## src/rtl/apb_slave_pkg.sv

```systemverilog
// Shared constants and types for the APB register slave: register byte
// offsets, the transfer FSM state encoding and the wait-state ceiling.
package apb_slave_pkg;

    localparam logic [31:0] CTRL_OFS     = 32'h00;
    localparam logic [31:0] SCRATCH_OFS  = 32'h04;
    localparam logic [31:0] STATUS_OFS   = 32'h08;
    localparam logic [31:0] IRQ_PEND_OFS = 32'h0C;
    localparam logic [31:0] IRQ_MASK_OFS = 32'h10;
    localparam logic [31:0] LAST_OFS     = 32'h10;

    // Largest wait-state count the 4-bit counter can hold
    localparam int MAX_WAIT = 15;

    typedef enum logic [1:0] {
        IDLE,
        WAIT,
        READY
    } state_t;

endpackage

```

## src/rtl/apb_irq_ctrl.sv

```systemverilog
// Interrupt pending/mask registers. Pending bits are set by event pulses and
// cleared by write-1-to-clear; a set in the same cycle as a clear wins.
// irq is registered from the next-state pending and mask values so it
// always tracks the registers it is derived from.
module apb_irq_ctrl #(
    parameter int NUM_IRQ = 8
) (
    input  logic               pclk,
    input  logic               presetn,
    input  logic [NUM_IRQ-1:0] evt,
    input  logic               pend_we,
    input  logic               mask_we,
    input  logic [31:0]        wdata,
    input  logic [31:0]        wbe,
    output logic [31:0]        pend,
    output logic [31:0]        mask,
    output logic               irq
);

    // Only the low NUM_IRQ bits exist; everything above reads back as 0
    localparam logic [31:0] VALID = (NUM_IRQ >= 32) ? 32'hFFFF_FFFF
                                                    : ((32'd1 << NUM_IRQ) - 32'd1);

    logic [31:0] evt_w;
    logic [31:0] pend_nxt;
    logic [31:0] mask_nxt;

    // Next-state: clear first, then OR in new events so set has priority
    always_comb begin
        evt_w                = '0;
        evt_w[NUM_IRQ-1:0]   = evt;
        pend_nxt             = pend;
        if (pend_we)
            pend_nxt = pend & ~(wdata & wbe);
        pend_nxt = (pend_nxt | evt_w) & VALID;
        mask_nxt = mask;
        if (mask_we)
            mask_nxt = ((mask & ~wbe) | (wdata & wbe)) & VALID;
    end

    // Register pending, mask and the combined interrupt level
    always_ff @(posedge pclk or negedge presetn) begin
        if (!presetn) begin
            pend <= '0;
            mask <= '0;
            irq  <= 1'b0;
        end else begin
            pend <= pend_nxt;
            mask <= mask_nxt;
            irq  <= |(pend_nxt & mask_nxt);
        end
    end

endmodule

```

## src/rtl/apb_reg_slave.sv

```systemverilog
// APB completer with a small register file (CTRL, SCRATCH, STATUS,
// IRQ_PEND, IRQ_MASK), programmable wait states and error response.
// Optional build macro APB_PSTRB_EN adds a pstrb byte-lane write strobe.
module apb_reg_slave
    import apb_slave_pkg::*;
#(
    parameter int          ADDR_W      = 12,
    parameter int          WAIT_CYCLES = 1,
    parameter logic [31:0] CTRL_RST    = 32'h0000_0000,
    parameter int          NUM_IRQ     = 8
) (
    input  logic               pclk,
    input  logic               presetn,
    input  logic               psel,
    input  logic               penable,
    input  logic               pwrite,
    input  logic [ADDR_W-1:0]  paddr,
    input  logic [31:0]        pwdata,
`ifdef APB_PSTRB_EN
    input  logic [3:0]         pstrb,
`endif
    output logic [31:0]        prdata,
    output logic               pready,
    output logic               pslverr,
    output logic [31:0]        ctrl_o,
    input  logic [31:0]        status_i,
    input  logic [NUM_IRQ-1:0] irq_evt_i,
    output logic               irq_o
);

    localparam int CNT_INIT = (WAIT_CYCLES > MAX_WAIT) ? MAX_WAIT : WAIT_CYCLES;

    state_t              state;
    logic [3:0]          cnt;
    logic [ADDR_W-1:0]   addr_q;
    logic [31:0]         wdata_q;
    logic                write_q;
    logic [31:0]         ctrl;
    logic [31:0]         scratch;
    logic [31:0]         pend;
    logic [31:0]         mask;
    logic [31:0]         dec_addr;
    logic                dec_write;
    logic                dec_err;
    logic [31:0]         dec_data;
    logic [31:0]         wbe;
    logic                commit;

`ifdef APB_PSTRB_EN
    logic [3:0]          strb_q;

    // Expand captured byte strobes into a per-bit write enable
    always_comb begin
        for (int b = 0; b < 4; b++)
            wbe[8*b +: 8] = {8{strb_q[b]}};
    end
`else
    assign wbe = '1;
`endif

    // Decode the live bus in IDLE (zero-wait entry) and the captured
    // transfer otherwise; read data and error are produced here
    always_comb begin
        dec_addr             = '0;
        dec_addr[ADDR_W-1:0] = (state == IDLE) ? paddr : addr_q;
        dec_write            = (state == IDLE) ? pwrite : write_q;
        dec_err              = (dec_addr[1:0] != 2'b00) || (dec_addr > LAST_OFS) ||
                               (dec_write && (dec_addr == STATUS_OFS));
        dec_data             = '0;
        if (!dec_err && !dec_write) begin
            case (dec_addr)
                CTRL_OFS:     dec_data = ctrl;
                SCRATCH_OFS:  dec_data = scratch;
                STATUS_OFS:   dec_data = status_i;
                IRQ_PEND_OFS: dec_data = pend;
                IRQ_MASK_OFS: dec_data = mask;
                default:      dec_data = '0;
            endcase
        end
    end

    // A write lands only on the completing edge of a legal transfer
    assign commit = (state == READY) && psel && penable && write_q && !dec_err;

    // Transfer FSM with registered pready/prdata/pslverr
    always_ff @(posedge pclk or negedge presetn) begin
        if (!presetn) begin
            state   <= IDLE;
            cnt     <= '0;
            addr_q  <= '0;
            wdata_q <= '0;
            write_q <= 1'b0;
`ifdef APB_PSTRB_EN
            strb_q  <= '0;
`endif
            prdata  <= '0;
            pready  <= 1'b0;
            pslverr <= 1'b0;
        end else begin
            case (state)
                IDLE: begin
                    prdata  <= '0;
                    pready  <= 1'b0;
                    pslverr <= 1'b0;
                    if (psel && !penable) begin
                        addr_q  <= paddr;
                        wdata_q <= pwdata;
                        write_q <= pwrite;
`ifdef APB_PSTRB_EN
                        strb_q  <= pstrb;
`endif
                        cnt     <= 4'(CNT_INIT);
                        if (CNT_INIT == 0) begin
                            state   <= READY;
                            pready  <= 1'b1;
                            prdata  <= dec_data;
                            pslverr <= dec_err;
                        end else begin
                            state <= WAIT;
                        end
                    end
                end
                WAIT: begin
                    if (!psel) begin
                        state <= IDLE;
                    end else if (penable) begin
                        if (cnt == 4'd1) begin
                            state   <= READY;
                            pready  <= 1'b1;
                            prdata  <= dec_data;
                            pslverr <= dec_err;
                        end else begin
                            cnt <= cnt - 4'd1;
                        end
                    end
                end
                default: begin
                    state   <= IDLE;
                    prdata  <= '0;
                    pready  <= 1'b0;
                    pslverr <= 1'b0;
                end
            endcase
        end
    end

    // CTRL and SCRATCH storage, byte-lane aware
    always_ff @(posedge pclk or negedge presetn) begin
        if (!presetn) begin
            ctrl    <= CTRL_RST;
            scratch <= '0;
        end else begin
            if (commit && dec_addr == CTRL_OFS)
                ctrl <= (ctrl & ~wbe) | (wdata_q & wbe);
            if (commit && dec_addr == SCRATCH_OFS)
                scratch <= (scratch & ~wbe) | (wdata_q & wbe);
        end
    end

    assign ctrl_o = ctrl;

    apb_irq_ctrl #(
        .NUM_IRQ (NUM_IRQ)
    ) u_irq (
        .pclk    (pclk),
        .presetn (presetn),
        .evt     (irq_evt_i),
        .pend_we (commit && dec_addr == IRQ_PEND_OFS),
        .mask_we (commit && dec_addr == IRQ_MASK_OFS),
        .wdata   (wdata_q),
        .wbe     (wbe),
        .pend    (pend),
        .mask    (mask),
        .irq     (irq_o)
    );

endmodule

```

## config.mk

```make
export PLATFORM = sky130hd
export DESIGN_NAME = apb_reg_slave
export DESIGN_NICKNAME = d
export VERILOG_FILES = /design/src/rtl/apb_slave_pkg.sv /design/src/rtl/apb_irq_ctrl.sv /design/src/rtl/apb_reg_slave.sv
export SDC_FILE = /design/constraint.sdc
export NUM_CORES = 1
export LEC_CHECK = 0
export BUFFER_PORTS_ARGS = -buffer_cell sky130_fd_sc_hd__buf_2
export CORE_MARGIN = 2
export CORE_UTILIZATION = 34
export CTS_BUF_LIST = sky130_fd_sc_hd__clkbuf_4 sky130_fd_sc_hd__clkbuf_8
export CTS_CLUSTER_SIZE = 40
export DETAILED_ROUTE_END_ITERATION = 8
export PLACE_DENSITY_LB_ADDON = 0.25
export SETUP_SLACK_MARGIN = 0.05
export SLEW_MARGIN = 40
export SYNTH_ARGS = -nofsm -noshare
export SYNTH_HDL_FRONTEND = slang
export SYNTH_SLANG_ARGS = --single-unit
```

## constraint.sdc

```tcl
create_clock -name pclk -period 3.1 [get_ports pclk]
set_clock_uncertainty 0.05 [all_clocks]
set_input_delay 0 -clock pclk [delete_from_list [all_inputs] [get_ports pclk]]
set_output_delay 0 -clock pclk [all_outputs]
set_load 0.005 [all_outputs]
```

# Word-level counts from Yosys, hierarchy flattened
# Index checks and enable logic that the tools add are counted.
dict set report totals {
  ff_bits 190
  in_bits 89
  output_inout_bits 67
  elab_cells 87
}
dict set report op_classes {
  add_sub_neg 1
  n_lt_le_gt_ge 1
  n_eq_ne 14
  mux 28
  bitwise_logic 4
  n_reduce_logical 26
}
# op count
set ops {}
lappend ops {{$mux W32} 6}
lappend ops {{$pmux W32 S5} 1}
lappend ops {{$and A8 B32 Y32} 1}
lappend ops {{$logic_not A32 Y1} 1}
lappend ops {{$reduce_or A32 Y1} 1}
lappend ops {{$eq A12 B4 Y1 const B} 2}
lappend ops {{$mux W4} 4}
lappend ops {{$eq A12 B3 Y1 const B} 1}
lappend ops {{$eq A12 B5 Y1 const B} 1}
lappend ops {{$gt A12 B5 Y1 const B} 1}
lappend ops {{$logic_not A12 Y1} 1}
lappend ops {{$mux W12} 1}
lappend ops {{$logic_and A1 B1 Y1} 11}
lappend ops {{$mux W1} 9}
lappend ops {{$and A8 B8 Y8} 1}
lappend ops {{$mux W2} 4}
lappend ops {{$mux W8} 1}
lappend ops {{$ne A2 B2 Y1 const B} 4}
lappend ops {{$not A8 Y8} 1}
lappend ops {{$or A8 B8 Y8} 1}
lappend ops {{$pmux W4 S2} 1}
lappend ops {{$ne A3 B3 Y1 const B} 2}
lappend ops {{$reduce_and A3 Y1} 2}
lappend ops {{$reduce_and A5 Y1} 1}
lappend ops {{11 further kinds} 15}

# Longest topological paths before layout
# Gate-level depths: netlist of run 1.
dict set report logic_depth {
  ltp_word 12
  ltp_mapped 12
  mapped_depth_nobuf 9
}

# Hierarchy
# Synthesis of run 1 repeated with hierarchy kept, for this count alone.
dict set report unflattened {
  cells_unflattened 627
  hier_area_um2 8076.5
}
# mod n_inst cells_per_inst area_each_um2 seq_area_each_um2
set by_module_without_submodules {}
lappend by_module_without_submodules {apb_reg_slave 1 522 6951.7 3728.6}
lappend by_module_without_submodules {apb_irq_ctrl 1 105 1124.8 425.4}

# Worst setup path before layout of run 1
# OpenSTA, ideal clock, no wires.
dict set report synth_timing {
  kind {reg2reg}
  startpoint {reg state[1]}
  endpoint {reg u_irq.irq}
  setup_ns 0.139
  arrival_time_ns 2.775
  required_time_ns 2.911
  path_slack_ns 0.136
  path_stages_with_launch 10
  n_path_buf 2
  period_less_slack_ns 2.964
  cell_sequence {dfrtp_1 -> buf_2 -> or2_2 -> buf_2 -> a21oi_1 -> nor4_1 -> nand3_1 -> mux2_2 -> a22o_1 -> or4_1}
}
dict set report synth_via {
  word_cells_on_any_way 24
  cone_classes {order compare (1); eq/ne (4); mux (4); bitwise (2); reduce/logical (13)}
}
# element line_no
set synth_rtl {}
lappend synth_rtl {{start, declared} apb_reg_slave.sv:33} ;# state_t state;
lappend synth_rtl {{start signal, assigned} apb_reg_slave.sv:88} ;# state <= IDLE;
lappend synth_rtl {{start signal, assigned} apb_reg_slave.sv:114} ;# state <= READY;
lappend synth_rtl {{start signal, assigned} apb_reg_slave.sv:119} ;# state <= WAIT;
lappend synth_rtl {{$logic_not A2 Y1} {apb_reg_slave.sv:65, apb_reg_slave.sv:66}}
lappend synth_rtl {{$mux W12} apb_reg_slave.sv:65} ;# dec_addr[ADDR_W-1:0] = (state == IDLE) ? paddr : addr_q;
lappend synth_rtl {{$gt A12 B5 Y1, or another cell as far along} apb_reg_slave.sv:67} ;# dec_err = (dec_addr[1:0] != 2'b00) || (dec_addr > LAST_OFS) ||
lappend synth_rtl {{$logic_or A1 B1 Y1 / $logic_and A1 B1 Y1 (equally long branches)} {apb_reg_slave.sv:67, apb_reg_slave.sv:68}}
lappend synth_rtl {{$logic_or A1 B1 Y1} apb_reg_slave.sv:67}
lappend synth_rtl {{$logic_not A1 Y1} apb_reg_slave.sv:83} ;# assign commit = (state == READY) && psel && penable && write_q && !dec_err;
lappend synth_rtl {{$logic_and A1 B1 Y1} apb_reg_slave.sv:83}
lappend synth_rtl {{$logic_and A1 B1 Y1 *} apb_reg_slave.sv:169} ;# .mask_we (commit && dec_addr == IRQ_MASK_OFS),
lappend synth_rtl {{$mux W32 *} apb_irq_ctrl.sv:37} ;# if (mask_we)
lappend synth_rtl {{via u_irq.mask_nxt[3]} apb_irq_ctrl.sv:26} ;# logic [31:0] mask_nxt;
lappend synth_rtl {{$and A8 B32 Y32 *} apb_irq_ctrl.sv:50} ;# irq <= |(pend_nxt & mask_nxt);
lappend synth_rtl {{$reduce_or A32 Y1 *} apb_irq_ctrl.sv:50}
lappend synth_rtl {{end signal, assigned} apb_irq_ctrl.sv:50}
lappend synth_rtl {{end, declared} apb_irq_ctrl.sv:17} ;# output logic irq
# Mark *: on every way through the listed nets, which the timed path passes. The rest lies on a longest branch.
# A chain may end at the register's enable or synchronous reset.

# Worst setup path in the final report of run 1
dict set report layout_timing {
  startpoint {reg addr_q[11]}
  endpoint {reg u_irq.irq}
}
dict set report layout_via {
  elab_chain_len 11
  word_cells_on_any_way 17
  cone_classes {order compare (1); eq/ne (3); mux (3); bitwise (2); reduce/logical (8)}
}
# element line_no
set layout_rtl {}
lappend layout_rtl {{start, declared} apb_reg_slave.sv:35} ;# logic [ADDR_W-1:0] addr_q;
lappend layout_rtl {{start signal, assigned} apb_reg_slave.sv:106} ;# addr_q <= paddr;
lappend layout_rtl {{$mux W12 *} apb_reg_slave.sv:65}
lappend layout_rtl {{$gt A12 B5 Y1 / $eq A12 B4 Y1 (equally long branches)} {apb_reg_slave.sv:67, apb_reg_slave.sv:68}}
lappend layout_rtl {{$logic_or A1 B1 Y1 / $logic_and A1 B1 Y1 (equally long branches)} {apb_reg_slave.sv:67, apb_reg_slave.sv:68}}
lappend layout_rtl {{$logic_or A1 B1 Y1} apb_reg_slave.sv:67}
lappend layout_rtl {{$logic_not A1 Y1} apb_reg_slave.sv:83}
lappend layout_rtl {{$logic_and A1 B1 Y1} apb_reg_slave.sv:83}
lappend layout_rtl {{$logic_and A1 B1 Y1 *} apb_reg_slave.sv:168} ;# .pend_we (commit && dec_addr == IRQ_PEND_OFS),
lappend layout_rtl {{$mux W8 *} apb_irq_ctrl.sv:33} ;# if (pend_we)
lappend layout_rtl {{$or A8 B8 Y8 *} apb_irq_ctrl.sv:35} ;# pend_nxt = (pend_nxt | evt_w) & VALID;
lappend layout_rtl {{via u_irq.pend_nxt[3]} apb_irq_ctrl.sv:25} ;# logic [31:0] pend_nxt;
lappend layout_rtl {{$and A8 B32 Y32 *} apb_irq_ctrl.sv:50}
lappend layout_rtl {{$reduce_or A32 Y1 *} apb_irq_ctrl.sv:50}
# Marks and branches as above.

==> results of run 1 <==
[layer usage]
layer / up-vias / share of wire, % / GRT usage (%) / wire [um]
li1: 2593 / - / - / -
met1: 2815 / 46 / 24.6 / 9180
met2: 136 / 48 / 30.7 / 9750
met3: 17 / 4.6 / 4.34 / 923
met4: 0 / 1.3 / 5.71 / 259
met5: - / 0 / 0 / 0
[cells in the mapped netlist, drive strengths merged (2+ instances only)]
| library cell | instances |
|---|---|
| a22o | 36 |
| mux2i | 4 |
| nor2 | 18 |
| o2bb2ai | 3 |
| a221o | 8 |
| nor3 | 3 |
| a21o | 9 |
| a22oi | 27 |
| buf | 11 |
| nor4 | 6 |
| dfrtp | 166 |
| nand2b | 3 |
| and3 | 2 |
| a21oi | 10 |
| and2 | 2 |
| nand3 | 12 |
| inv | 6 |
| ha | 2 |
| nand2 | 57 |
| mux2 | 115 |
| or4 | 3 |
| o21ai | 28 |
| xnor2 | 2 |
| clkbuf | 24 |
[state kept, by name (all words and copies together), names as in the netlist, 2 cells and up]
name        flops
addr_q         12
cnt             4
ctrl_o         32
prdata         32
scratch        32
state           2
u_irq.mask      8
u_irq.pend      8
wdata_q        32
[how the worst max path moves through the flow]
stage	startpoint	to	slack, ns
3_5_place_dp	addr_q[11]$_DFFE_PN0P_	u_irq.irq$_DFF_PN0_	0.08
5_1_grt	state[0]$_DFFE_PN0P_	u_irq.irq$_DFF_PN0_	0.06
4_1_cts	addr_q[11]$_DFFE_PN0P_	u_irq.irq$_DFF_PN0_	0.07
6_report	addr_q[11]$_DFFE_PN0P_	u_irq.irq$_DFF_PN0_	0.20
2_1_floorplan	state[1]$_DFFE_PN0P_	u_irq.irq$_DFF_PN0_	0.14
3_3_place_gp	addr_q[11]$_DFFE_PN0P_	u_irq.irq$_DFF_PN0_	0.10
[layout by cell type (no fill, tap or decap), types with 19 or more instances in the layout]
master         count
clkbuf_8          19
o21ai_0           27
a22o_1            36
a22oi_1           27
buf_4             22
dfrtp_1          166
buf_2            154
mux2_2           115
nand2_1           57
dlygate4sd3_1     89
[power breakdown]
part	switching (mW)	internal, mW
Combinational	0.360	0.371
Sequential	0.167	2.36
Clock	0.835	0.855
[stage by stage]
step	std cells	hold slack (ns)	setup WS (ns)	total power [mW]	utilization, %
2_1_floorplan	569	-0.346	0.136	2.89	-
3_3_place_gp	986	-0.0411	0.103	3.15	40.2
3_5_place_dp	987	-0.0337	0.0774	3.21	40.3
4_1_cts	1108	0.0345	0.0665	5.00	46.6
5_1_grt	1112	0.0563	0.0605	5.20	46.8
6_report	1113	0.0256	0.197	4.94	46.8
[cell families (layout without fill, tap and decap cells)]
group	Yosys count	in the layout	synth area share, %
muxes	119	119	18.6
xor gates and xnor gates	2	2	0.244
buffers and inverters	41	308	2.34
other	0	2	0
AOI/OAI and AO/OA	126	126	13.3
and+or+nand+nor	113	113	7.22
DFF	166	166	57.9
adders and majority gates	2	2	0.349
[what timing repair did]
action | 4_1_cts | 5_1_grt
resized for setup | 0 | 1
endpoints found under the hold margin | 154 | 0
endpoints found under the setup margin | 0 | 1
setup buffers | 0 | 3
hold buffers | 89 | 0
[area by class of cell]
class,instances,area share [%]
Antenna cell,2,0.0512
Clock buffer,19,2.67
Clock inverter,13,1.71
Inverter,6,0.230
Multi-Input combinational cell,362,29.6
Sequential cell,166,42.5
Tap cell,275,3.52
Timing Repair Buffer,270,19.7
==> results.toml, run 1 <==
[outcome]
outcome = "completed"

[synth]
syn_avg_cell_area_um2 = 12.6
ys.flop_type = "dfrtp_1"
syn_nets = 660
netlist_instances = 569
synth.area.top_cells = "dfrtp_1 58%, mux2_2 18%, a22o_1 4.4%"
syn-cell-area_mm2 = 0.00717
synth_warnings = 0
synth.distinct_cells = 41
ys_seq_elements = 166
synth_top_area_cell = "dfrtp_1"
seq_area_frac_synth_pct = 57.9
ys_async_sr_fraction_pct = 100
synth_top_area_share_pct = 57.9
synth-edff-count = 0

[clock_network]
cts_sinks = 166
clock_latency_ns = 0.45
numCtsBuffers = 17
ctsHtreeMaxLevel = 4
cts_root_buf = "clkbuf_8"
cts.clk_slew.worst_paths_ns = 0.09
cts_tree = "yes"
ctsLongestPathBuffers = 2

[worst_setup_path]
slowest_stage = "or4_4"
path_buf_inv = 1
r2r-start = "addr_q[11]$_DFFE_PN0P_"
reg2regPathDepth = 8
path_max_fanout = 9
cp.required_ns = 3.37
crit_path_cell_trace = "or4_4 > o32a_4 > a2111oi_4 > buf_12 > nand3_1 > a21o_1 > a22o_1 > or4_1"
critPathMaxStageDelay_ns = 0.55
crit_family = "simple AND/OR/NAND/NOR gates"
crit_type = "reg -> reg"
path_depth = 8
startpoint_type = "flip-flop"
worst-endpoint-arrival_ns = 3.18
r2r-end = "u_irq.irq$_DFF_PN0_"
reg2reg_setup_slack_ns = 0.20
endpoint_kind = "flip-flop"

[cells_and_area]
seq_area_mm2 = 0.00415
drive_gt1_share_pct = 40.9
finalNetCount = 914
multi_input_area_mm2 = 0.00290
syn_to_final_growth_pct = 36.3
fillers = 1939
postLayoutCellArea_mm2 = 0.00978

[drt]
vias_per_cell = 5.00
drtPass1Iterations = 4
ant_nets = 0
num_vias = 5561
drt-initial-drc-count = 290
wl_per_cell_um = 18.1
routed_wl_um = 20100
drc_errors = 0

[die]
io_pins = 156
fp.dieW_um = 149
start_util_pct = 34.3
die_h_um = 149
dieArea_mm2 = 0.0223
rows = 53
coreArea_mm2 = 0.0209

[global_route]
grt_pass1_wl_um = 31900
overflow = 0
antenna_found_initial = 2
grt_max_degree = 103
grt_pass1_vias = 5994
grt_usage_pct = 18.7

[pwr]
p_leak_nw = 4.73
ir_drop_uv = 236
cellPowerDensity_mw_per_mm2 = 506

[timing]
setup_tns_ns = 0
worst_pin_slew_ns = 0.672
max_slew_margin_pct = 54.7
rsz0062_at_grt = "no"
finalCritPeriodShare_pct = 93.7
finalHoldViolations = 0
finalMaxSlewViolations = 0
period_needed_ns = 2.90
clock.fmax_mhz = 344
setup_viol = 0

[hold_path]
hold_class = "in -> async"

[placement]
place_hpwl_um = 13600
io_buffer_count = 155
dpl_cell_area_mm2 = 0.00842
gp_congestion = 0.863

[job]
maxCapViolCount = 0
Note: power is estimated with default switching activity, not from simulation.
==> run 2: changes to the inputs <==
--- a/config.mk
+++ b/config.mk
@@ -6,14 +6,15 @@
 export NUM_CORES = 1
 export LEC_CHECK = 0
 export BUFFER_PORTS_ARGS = -buffer_cell sky130_fd_sc_hd__buf_2
-export CORE_MARGIN = 2
 export CORE_UTILIZATION = 34
 export CTS_BUF_LIST = sky130_fd_sc_hd__clkbuf_4 sky130_fd_sc_hd__clkbuf_8
 export CTS_CLUSTER_SIZE = 40
 export DETAILED_ROUTE_END_ITERATION = 8
 export PLACE_DENSITY_LB_ADDON = 0.25
+export REMOVE_ABC_BUFFERS = 1
 export SETUP_SLACK_MARGIN = 0.05
 export SLEW_MARGIN = 40
 export SYNTH_ARGS = -nofsm -noshare
 export SYNTH_HDL_FRONTEND = slang
 export SYNTH_SLANG_ARGS = --single-unit
+export TNS_END_PERCENT = 30
==> run 2 against run 1 <==
Effect of this change: highest routed layer unchanged; cell count down 0.72%; maximum frequency fell by 2.4%; sequential power about the same; hold slack gained 0.026 ns; first-iteration DRC count fell by 42%; register-to-register slack lost 0.07 ns; clock power shrank 14%; wire length decreased by 0.23%; worst setup slack worse by 0.070 ns.
==> results.toml, run 2 (synthesized netlist as in run 1, its figures left out) <==
[outcome]
outcome = "completed"

[global_route]
grt_max_degree = 73
grt_pass1_wl_um = 32300
top_usage_layer = "met2"
antenna_found_initial = 0
grt_usage_pct = 19.3
grt_pass1_vias = 6051
grtUsageMet1_pct = 23.5
overflow = 0
grtUsageMet2_pct = 33.7
use_met3_pct = 4.69

[worst_setup_path]
r2r-end = "u_irq.irq$_DFF_PN0_"
cp.required_ns = 3.37
reg2reg_setup_slack_ns = 0.13
crit_type = "reg -> reg"
path_max_fanout = 11
r2r-start = "addr_q[11]$_DFFE_PN0P_"
startpoint_type = "flip-flop"
reg2regPathDepth = 8
worst-endpoint-arrival_ns = 3.24
endpoint_kind = "flip-flop"

[timing]
clock.fmax_mhz = 336
finalCritPeriodShare_pct = 95.9
finalHoldViolations = 0
finalMaxSlewViolations = 0
period_needed_ns = 2.97
rsz0062_at_grt = "yes"
setup_viol = 0
setup_tns_ns = 0
max_slew_margin_pct = 47.2
worst_pin_slew_ns = 0.792

[hold_path]
hold_class = "in -> async"

[cells_and_area]
postLayoutCellArea_mm2 = 0.00970
finalNetCount = 913
n_antenna_cell = 0
fillers = 1899
syn_to_final_growth_pct = 35.3
drive_gt1_share_pct = 40.8
final_common_cell = "dfrtp_1"
final_cell_mix = "165 x dfrtp_1, 154 x buf_2, 115 x mux2_2, 89 x dlygate4sd3_1, 57 x nand2_1"

[die]
dieArea_mm2 = 0.0217
rows = 52
start_util_pct = 35.1
io_pins = 156
fp.dieW_um = 147
coreArea_mm2 = 0.0204
die_h_um = 147

[drt]
num_vias = 5581
ant_nets = 0
vias_per_cell = 5.05
drc_errors = 0
drtPass1Iterations = 6
drt-initial-drc-count = 168
wl_per_cell_um = 18.2
routed_wl_um = 20100

[pwr]
p_leak_nw = 4.69
netSwitchingFraction_pct = 27.4
seq_power_share_pct = 53.5
ir_drop_uv = 235
p_switching_mw = 1.29
p_int_mw = 3.42
comb_power_share_pct = 15.4
clock_power_share_pct = 31.1
cellPowerDensity_mw_per_mm2 = 485

[clock_network]
numCtsBuffers = 17
cts_sinks = 166
cts_root_buf = "clkbuf_8"
cts.clk_slew.worst_paths_ns = 0.08
clock_latency_ns = 0.44
ctsLongestPathBuffers = 2
cts_tree = "yes"
ctsHtreeMaxLevel = 4

[placement]
io_buffer_count = 155
place_hpwl_um = 13200
gp_congestion = 0.808
dpl_cell_area_mm2 = 0.00840

[job]
maxCapViolCount = 0
[run 2: cell count changes in the layout (fill, tap and decap cells not counted), sizes merged, moves of 2 or more]
cell / before / now
clkbuf: 19 / 23
clkinvlp: 0 / 2
bufinv: 3 / 1
diode: 2 / 0
inv: 11 / 6
buf: 181 / 179
[run 2: power by group through the flow]
stage	Combinational, mW	Sequential, mW	Clock, mW
after floorplan	0.371	2.51	0
after global placement	0.603	2.54	0
after detailed placement	0.645	2.56	0
after CTS	0.737	2.52	1.52
after global routing	0.798	2.55	1.61
final	0.726	2.52	1.46
[run 2: worst max-delay path, cell delays in order, from the launching register on]
cell and delay (ns):
dfrtp_1 0.38, or4_4 0.54, o32a_4 0.35, a2111oi_4 0.30
buf_12 0.20, nand3_1 0.10, a21o_1 0.20, a22o_1 0.21
or4_1 0.51
[run 2: area by class of cell]
class                   instances  area [um2]  share of cell area [%]
clock buffers                  23         285                    2.94
clock inverters                 9        78.8                   0.813
inverters                       6        22.5                   0.232
multi-input cells             362        2890                    29.8
flip-flops and latches        166        4160                    42.8
well taps                     270         338                    3.48
repair buffers                269        1930                    19.9
[run 2: metrics by stage]
| stage | power, mW | util [%] | cells | hold WS [ns] | setup slack, ns |
|---|---|---|---|---|---|
| 2_1_floorplan | 2.88 | - | 534 | -0.346 | -2.70 |
| 3_3_place_gp | 3.15 | 41.0 | 981 | -0.0173 | 0.119 |
| 3_5_place_dp | 3.20 | 41.1 | 982 | -0.0110 | 0.0778 |
| 4_1_cts | 4.77 | 47.5 | 1105 | 0.0610 | 0.124 |
| 5_1_grt | 4.96 | 47.5 | 1105 | 0.114 | 0.0277 |
| 6_report | 4.71 | 47.5 | 1105 | 0.0512 | 0.126 |
[run 2: worst max-delay path by stage]
stage                      startpoint                    end  slack, ns  cells after the start
6_report       addr_q[11]$_DFFE_PN0P_    u_irq.irq$_DFF_PN0_       0.13                      8
2_1_floorplan  addr_q[11]$_DFFE_PN0P_  ctrl_o[0]$_DFFE_PN0P_      -2.70                      5
5_1_grt        addr_q[11]$_DFFE_PN0P_    u_irq.irq$_DFF_PN0_       0.03                      8
3_3_place_gp   addr_q[11]$_DFFE_PN0P_    u_irq.irq$_DFF_PN0_       0.12                      8
4_1_cts        addr_q[11]$_DFFE_PN0P_    u_irq.irq$_DFF_PN0_       0.12                      8
3_5_place_dp   addr_q[11]$_DFFE_PN0P_    u_irq.irq$_DFF_PN0_       0.08                      8
[run 2: what timing repair did]
item                                    4_1_cts  5_1_grt
gates resized for setup                       0        1
hold buffers                                 89        0
endpoints found under the setup margin        1        1
hold endpoints to repair                    152        0
pin swaps                                     1        0
setup buffers                                 1        0
cloned                                        1        0
[run 2: routing by layer]
metal / part of all wire [%] / vias up / wire length, um
li1: - / 2604 / -
met1: 43 / 2823 / 8550
met2: 51 / 132 / 10300
met3: 4.4 / 22 / 876
met4: 1.6 / 0 / 311
met5: 0 / - / 0
